### config.mk
export PLATFORM = sky130hd
export DESIGN_NAME = seven_sd_scan_driver
export DESIGN_NICKNAME = d
export VERILOG_FILES = /design/src/rtl/seven_sd_pkg.sv /design/src/rtl/seven_sd_scan_driver_slot_timer.sv /design/src/rtl/seven_sd_scan_driver.sv
export SDC_FILE = /design/constraint.sdc
export NUM_CORES = 1
export LEC_CHECK = 0
export ABC_AREA = 0
export BUFFER_PORTS_ARGS = -buffer_cell sky130_fd_sc_hd__buf_2
export CAP_MARGIN = 20
export CORE_MARGIN = 3
export CORE_UTILIZATION = 30
export DETAILED_ROUTE_END_ITERATION = 10
export SLEW_MARGIN = 10
export SYNTH_ARGS = -nofsm -noshare
export SYNTH_HDL_FRONTEND = slang
export SYNTH_SLANG_ARGS = --single-unit
### constraint.sdc
create_clock -name clk -period 4.7 [get_ports clk]
set_input_delay 0.94 -clock clk [delete_from_list [all_inputs] [get_ports clk]]
set_output_delay 0.94 -clock clk [all_outputs]
set_load 0.005 [all_outputs]
### src/rtl/seven_sd_pkg.sv
// ---------------------------------------------------------------------------
// seven_sd_pkg
// Shared constants and helpers for the seven-segment scan driver.
//   NUM_DIGITS / SEG_BITS / BRIGHT_BITS : display geometry and PWM depth
//   DIGIT_W                             : width of the digit index
//   slot_cnt_width()                    : width of the in-slot cycle counter
//   seg_all_off() / en_all_off()        : "everything dark" pin patterns
// ---------------------------------------------------------------------------
package seven_sd_pkg;

    localparam int NUM_DIGITS  = 4;
    localparam int SEG_BITS    = 8;
    localparam int BRIGHT_BITS = 3;
    localparam int WORD_BITS   = NUM_DIGITS * SEG_BITS;
    localparam int DIGIT_W     = $clog2(NUM_DIGITS);

    // Dark patterns for each pin polarity.
    localparam logic [SEG_BITS-1:0]   SEG_OFF_ACTIVE_LOW  = 8'hFF;
    localparam logic [SEG_BITS-1:0]   SEG_OFF_ACTIVE_HIGH = 8'h00;
    localparam logic [NUM_DIGITS-1:0] EN_OFF_ACTIVE_LOW   = 4'hF;
    localparam logic [NUM_DIGITS-1:0] EN_OFF_ACTIVE_HIGH  = 4'h0;

    typedef logic [DIGIT_W-1:0] digit_idx_t;

    function automatic int slot_cnt_width(input int slot_cycles);
        return $clog2(slot_cycles);
    endfunction

    function automatic logic [SEG_BITS-1:0] seg_all_off(input bit active_low);
        return active_low ? SEG_OFF_ACTIVE_LOW : SEG_OFF_ACTIVE_HIGH;
    endfunction

    function automatic logic [NUM_DIGITS-1:0] en_all_off(input bit active_low);
        return active_low ? EN_OFF_ACTIVE_LOW : EN_OFF_ACTIVE_HIGH;
    endfunction

endpackage

### src/rtl/seven_sd_scan_driver_slot_timer.sv
// ---------------------------------------------------------------------------
// seven_sd_scan_driver_slot_timer
// Slot/digit counters for the scan driver.
//   clk, resetN : clock and asynchronous active-low reset
//   slotCnt     : cycle position inside the current digit slot
//   digitIdx    : digit currently being scanned (0,1,2,3,0,...)
//   slotStart   : high while slotCnt = 0
//   frameWrap   : high while slotCnt = 0 and digitIdx = 0
// ---------------------------------------------------------------------------
module seven_sd_scan_driver_slot_timer
    import seven_sd_pkg::*;
#(
    parameter int SLOT_CYCLES = 25000,
    parameter int CNT_W       = 15
) (
    input  logic             clk,
    input  logic             resetN,
    output logic [CNT_W-1:0] slotCnt,
    output digit_idx_t       digitIdx,
    output logic             slotStart,
    output logic             frameWrap
);

    localparam logic [CNT_W-1:0] LAST_CNT = CNT_W'(SLOT_CYCLES - 1);

    always_ff @(posedge clk or negedge resetN) begin
        if (!resetN) begin
            slotCnt  <= '0;
            digitIdx <= '0;
        end else if (slotCnt == LAST_CNT) begin
            slotCnt  <= '0;
            // Index is exactly DIGIT_W bits wide, so it wraps 3 -> 0 naturally.
            digitIdx <= digitIdx + 1'b1;
        end else begin
            slotCnt  <= slotCnt + 1'b1;
        end
    end

    assign slotStart = (slotCnt == '0);
    assign frameWrap = slotStart && (digitIdx == '0);

endmodule

### src/rtl/seven_sd_scan_driver.sv
// ---------------------------------------------------------------------------
// seven_sd_scan_driver
// Time-multiplexes a packed 4-digit segment word onto a common-anode display
// with a frame shadow, an anti-ghosting guard interval and 8-level PWM.
//   clk, resetN : clock and asynchronous active-low reset
//   value       : segment word, byte d drives digit d, 1 = segment lit
//   brightness  : 0 = dimmest, 7 = full on-window
//   blank       : 1 forces all digit enables off
//   displayOut  : segment pins (polarity set by SEG_ACTIVE_LOW)
//   enableOut   : digit enable pins (polarity set by EN_ACTIVE_LOW)
//   frameStart  : one-cycle pulse when the shadow word loads
// ---------------------------------------------------------------------------
module seven_sd_scan_driver
    import seven_sd_pkg::*;
#(
    parameter int SLOT_CYCLES    = 25000,
    parameter int GUARD_CYCLES   = 200,
    parameter bit SEG_ACTIVE_LOW = 1'b1,
    parameter bit EN_ACTIVE_LOW  = 1'b1
) (
    input  logic                   clk,
    input  logic                   resetN,
    input  logic [WORD_BITS-1:0]   value,
    input  logic [BRIGHT_BITS-1:0] brightness,
    input  logic                   blank,
    output logic [SEG_BITS-1:0]    displayOut,
    output logic [NUM_DIGITS-1:0]  enableOut,
    output logic                   frameStart
);

    localparam int CNT_W = slot_cnt_width(SLOT_CYCLES);

    localparam logic [SEG_BITS-1:0]   SEG_OFF = seg_all_off(SEG_ACTIVE_LOW);
    localparam logic [NUM_DIGITS-1:0] EN_OFF  = en_all_off(EN_ACTIVE_LOW);

    // One extra bit so GUARD + onLen never wraps, even when SLOT_CYCLES is a
    // power of two.
    localparam logic [CNT_W:0]   GUARD_X = (CNT_W+1)'(GUARD_CYCLES);
    // Usable slot length, widened by BRIGHT_BITS for the PWM product.
    localparam logic [CNT_W+2:0] SPAN    = (CNT_W+3)'(SLOT_CYCLES - GUARD_CYCLES);

    // onLen = (SPAN * (b+1)) >> 3; the product fits in CNT_W+3 bits since
    // b+1 <= 8 and SPAN < 2**CNT_W.
    function automatic logic [CNT_W-1:0] on_len(input logic [BRIGHT_BITS-1:0] b);
        logic [CNT_W+2:0] prod;
        prod = SPAN * {{CNT_W{1'b0}}, b} + SPAN;
        return prod[CNT_W+2:3];
    endfunction

    logic [CNT_W-1:0]                   slotCnt;
    digit_idx_t                         digitIdx;
    logic                               slotStart;
    logic                               frameWrap;

    logic [NUM_DIGITS-1:0][SEG_BITS-1:0] shadow;
    logic [NUM_DIGITS-1:0][SEG_BITS-1:0] frameWord;
    logic [BRIGHT_BITS-1:0]             brightReg;
    logic [BRIGHT_BITS-1:0]             brightEff;
    logic [CNT_W-1:0]                   onLen;
    logic [SEG_BITS-1:0]                segByte;
    logic [SEG_BITS-1:0]                segDrive;
    logic                               inWindow;
    logic [NUM_DIGITS-1:0]              oneHot;
    logic [NUM_DIGITS-1:0]              enActive;
    logic [NUM_DIGITS-1:0]              enDrive;

    seven_sd_scan_driver_slot_timer #(
        .SLOT_CYCLES (SLOT_CYCLES),
        .CNT_W       (CNT_W)
    ) u_slot_timer (
        .clk       (clk),
        .resetN    (resetN),
        .slotCnt   (slotCnt),
        .digitIdx  (digitIdx),
        .slotStart (slotStart),
        .frameWrap (frameWrap)
    );

    // The shadow loads on the same edge that digit 0's segments are driven,
    // so that edge must see the incoming word rather than the stale shadow.
    assign frameWord = frameWrap ? value : shadow;
    assign segByte   = frameWord[digitIdx];
    assign segDrive  = SEG_ACTIVE_LOW ? ~segByte : segByte;

    // brightReg is only written at slot start; bypass it on that cycle so a
    // zero-length guard still sees this slot's brightness.
    assign brightEff = slotStart ? brightness : brightReg;
    assign onLen     = on_len(brightEff);

    assign inWindow  = ({1'b0, slotCnt} >= GUARD_X) &&
                       ({1'b0, slotCnt} <  GUARD_X + {1'b0, onLen});

    assign oneHot    = {{(NUM_DIGITS-1){1'b0}}, 1'b1} << digitIdx;
    assign enActive  = (inWindow && !blank) ? oneHot : '0;
    assign enDrive   = EN_ACTIVE_LOW ? ~enActive : enActive;

    always_ff @(posedge clk or negedge resetN) begin
        if (!resetN) begin
            shadow     <= '0;
            brightReg  <= '0;
            displayOut <= SEG_OFF;
            enableOut  <= EN_OFF;
            frameStart <= 1'b0;
        end else begin
            frameStart <= frameWrap;
            enableOut  <= enDrive;
            if (slotStart) begin
                brightReg  <= brightness;
                displayOut <= segDrive;
                if (frameWrap) begin
                    shadow <= value;
                end
            end
        end
    end

endmodule
==> run_results.csv <==
group,metric,value,unit
layout,n_fill_cell,1180,
sta,hold_viol,0,
sta,tightest_slew,638.9,ps
routing,via_per_inst,4.733,
floorplan,dieArea,13930,sq um
placement,dp_cells,533,
routing,drt-initial-drc-count,92,
cts,root_buffer,"clkbuf_16",
logic_synthesis,ys_ff_latch,65,
sta,setup_viol_count_final,0,
global_routing,grt_max_degree,45,
routing,firstDrtPassIters,4,
sta,post-route-min-period,4482,ps
cts,clock_latency,330,ps
floorplan,core_area,12160,sq um
floorplan,initial_core_util,0.3097,
sta,timing.hold.ws,456.2,ps
sta,fmax,223.1,MHz
logic_synthesis,synth-main-ff-cell,"dfrtp_1",
logic_synthesis,synth-edff-count,0,
worst_hold_path,min_path_type,"input port to asynchronous set/reset pin",
power,p_leak,2.041,nW
layout,post-route-util,0.3812,
logic_synthesis,avgSynthCellArea,12.11,sq um
global_routing,met1_usage,0.1583,
logic_synthesis,async_flop_share,1.000,
power,p_sw_frac,0.2285,
logic_synthesis,synth_cell_types,49,
global_routing,antenna_found_initial,0,
power,internal_power,1.068,mW
placement,dp_hpwl,6300,um
floorplan,die_h,118.0,um
setup_path,worstPathArrival,4750,ps
global_routing,overflow,0,
cts,cts_buffer_depth,2,
global_routing,grt_pass1_vias,2840,
sta,slew_headroom,0.5741,
cts,cts_num_sinks,65,
setup_path,slowest_stage,"or4_4",
layout,area_growth,23.09,%
cts,cts_inserted_buffers,9,
floorplan,rows,40,
setup_path,start_kind,"flip-flop",
power,powerDensity,298.6,nW/um^2
global_routing,use_met3,0.03027,
layout,drive_gt1_frac,0.4326,
power,p_sw,0.3163,mW
setup_path,max_stage_delay,610,ps
layout,layout.nets,453,
sta,setup_tns,0,ps
logic_synthesis,seq_area_frac_synth,0.4359,
routing,wl,8549,um
sta,rsz0062_at_grt,"false",
global_routing,grt-busiest-layer,"met2",
global_routing,gr-usage-met2,0.2163,
sta,period_share,0.9537,
setup_path,worstPathCellList,"or4_4 -> or4_4 -> mux2_4 -> inv_1 -> fa_1 -> ha_1 -> fa_1 -> o21ai_1 -> nand3_1 -> xor2_1 -> ha_1 -> nand4_1 -> nor3_1 -> o22ai_2 -> nand3_1",
logic_synthesis,syn_nets,383,
setup_path,crit_path_end_kind,"flip-flop",
sta,fin_worst_skew,8.190,ps
setup_path,cp.required,4970,ps
setup_path,cp_max_fo,5,
cts,cts_tree,"done",
global_routing,grt_first_pass_wirelength,14390,um
power,vdd_drop_max,227.7,uV
placement,place_congestion,0.9161,
layout,final_cells,554,
layout,design_area,4636,sq um
routing,post_drt_wl_per_cell,15.43,um
routing,dr_total_vias,2622,
run_status,status,"finished clean",
job,drv_cap,0,
logic_synthesis,syn_inst,311,
power,pwr-share-clk,0.483,
cts,hold_buffers,0,
cts,htree_levels,3,
sta,slew_viol_final,0,
floorplan,die_x,118.0,um
placement,placedInstanceArea,4277,sq um
power,p_seq_frac,0.426,
power,share_comb_of_total_power,0.091,
logic_synthesis,synth_area,3766,sq um
routing,drc,0,
setup_path,path_class,"flip-flop to flip-flop",
placement,io_buffers,50,
layout,antenna-diode-count,0,
logic_synthesis,yosysWarnings,0,
floorplan,ioPinCount,51,
global_routing,track_usage,0.1285,
cts,path_clk_slew,60,ps
routing,antenna_left,0,
-- per-layer routing --
metal	vias to the layer above	wire, um
li1	1259	-
met4	0	147
met1	1310	3751
met5	-	0
met3	10	439
met2	43	4210
-- worst paths after layout --
| path | from | to | slack, ps | cells past startpoint |
|---|---|---|---|---|
| setup / recovery | u_slot_timer.slotCnt[11] | enableOut[0] | 220 | 15 |
| hold / removal | resetN | brightReg[2] | 460 | 1 |
| setup reg to reg | u_slot_timer.slotCnt[11] | enableOut[0] | 220 | 15 |
| hold reg to reg | shadow[3] | shadow[3] | 490 | 1 |
| max in group asynchronous | resetN | shadow[7] | 3690 | 2 |
| min in group clk | shadow[3] | shadow[3] | 490 | 1 |
-- worst max-delay path, delay by kind of cell (launching register included) --
kind            cells  cell delay, ps
simple gates        6            1790
fa+ha+maj           4            1300
flops               1             430
mux                 1             360
compound gates      2             280
xor+xnor            1             180
buf+inv             1              90
-- cells by family after synthesis --
logic type,Yosys count,synth area share
adders and majority gates,34,0.1189
muxes,57,0.1990
xor gates and xnor gates,19,0.04419
and+or+nand+nor,75,0.1106
DFF,65,0.4359
AOI/OAI and AO/OA,38,0.06279
buffers and inverters,23,0.02857
-- cell type report --
| type | instances | area [sq um] | share of cell area |
|---|---|---|---|
| Sequential cell | 65 | 1644 | 0.3547 |
| Multi-Input combinational cell | 223 | 2026 | 0.4370 |
| Clock buffer | 11 | 242.7 | 0.05236 |
| Clock inverter | 5 | 55.05 | 0.01188 |
| Tap cell | 168 | 210.2 | 0.04534 |
| Inverter | 12 | 45.04 | 0.009717 |
| Timing Repair Buffer | 70 | 412.9 | 0.08907 |
-- registers in the layout, summed over array words and instances (netlist names) --
register / cells
enableOut: 4
frameStart: 1
u_slot_timer.slotCnt: 15
shadow: 32
brightReg: 3
u_slot_timer.digitIdx: 2
displayOut: 8
-- cell usage after synthesis (3+ instances only) --
cell type / count / area, sq um
nand4_1: 3 / 18.77
dfstp_2: 12 / 315.3
xor2_1: 9 / 78.83
ha_1: 31 / 387.9
buf_4: 3 / 22.52
a21oi_1: 16 / 80.08
xnor2_1: 10 / 87.58
o21ai_0: 8 / 40.04
nand3_1: 14 / 70.07
inv_1: 10 / 37.54
nor3_1: 10 / 50.05
nor2_1: 15 / 56.30
a21o_1: 3 / 22.52
or3_1: 3 / 18.77
nand2_1: 11 / 41.29
fa_1: 3 / 60.06
dfrtp_1: 53 / 1326
mux2_2: 43 / 484.2
clkbuf_1: 4 / 15.01
mux4_2: 8 / 180.2
-- power by group through the flow --
| stage | Clock (mW) | Sequential (mW) | Combinational (mW) |
|---|---|---|---|
| after CTS | 0.687 | 0.590 | 0.125 |
| after global placement | 0 | 0.599 | 0.120 |
| final | 0.669 | 0.590 | 0.125 |
| after floorplan | 0 | 0.598 | 0.0705 |
| after global routing | 0.704 | 0.592 | 0.143 |
| after detailed placement | 0 | 0.600 | 0.124 |
-- placed cells by master, fill, tap and decap left out, types with 3 or more instances in the layout --
cell / instances
a21o_1: 3
a21oi_1: 16
buf_2: 50
buf_4: 19
clkbuf_16: 9
dfrtp_1: 51
dfstp_2: 12
fa_1: 3
ha_1: 31
inv_1: 10
mux2_2: 43
mux4_2: 8
nand2_1: 11
nand3_1: 14
nand4_1: 3
nor2_1: 15
nor3_1: 10
o21ai_0: 7
or3_1: 3
xnor2_1: 10
xor2_1: 9
-- what timing repair did --
action,4_1_cts,5_1_grt
setup endpoints to repair,0,4
setup buffers,0,4
resized for setup,0,5
-- through the flow --
| stage | setup slack, ps | total power [mW] |
|---|---|---|
| 6_report | 217.7 | 1.384 |
| 3_3_place_gp | 158.3 | 0.7195 |
| 3_5_place_dp | 96.82 | 0.7232 |
| 2_1_floorplan | 229.1 | 0.6680 |
| 5_1_grt | 1.404 | 1.440 |
| 4_1_cts | 105.9 | 1.401 |
(Power assumes the default switching activity.)
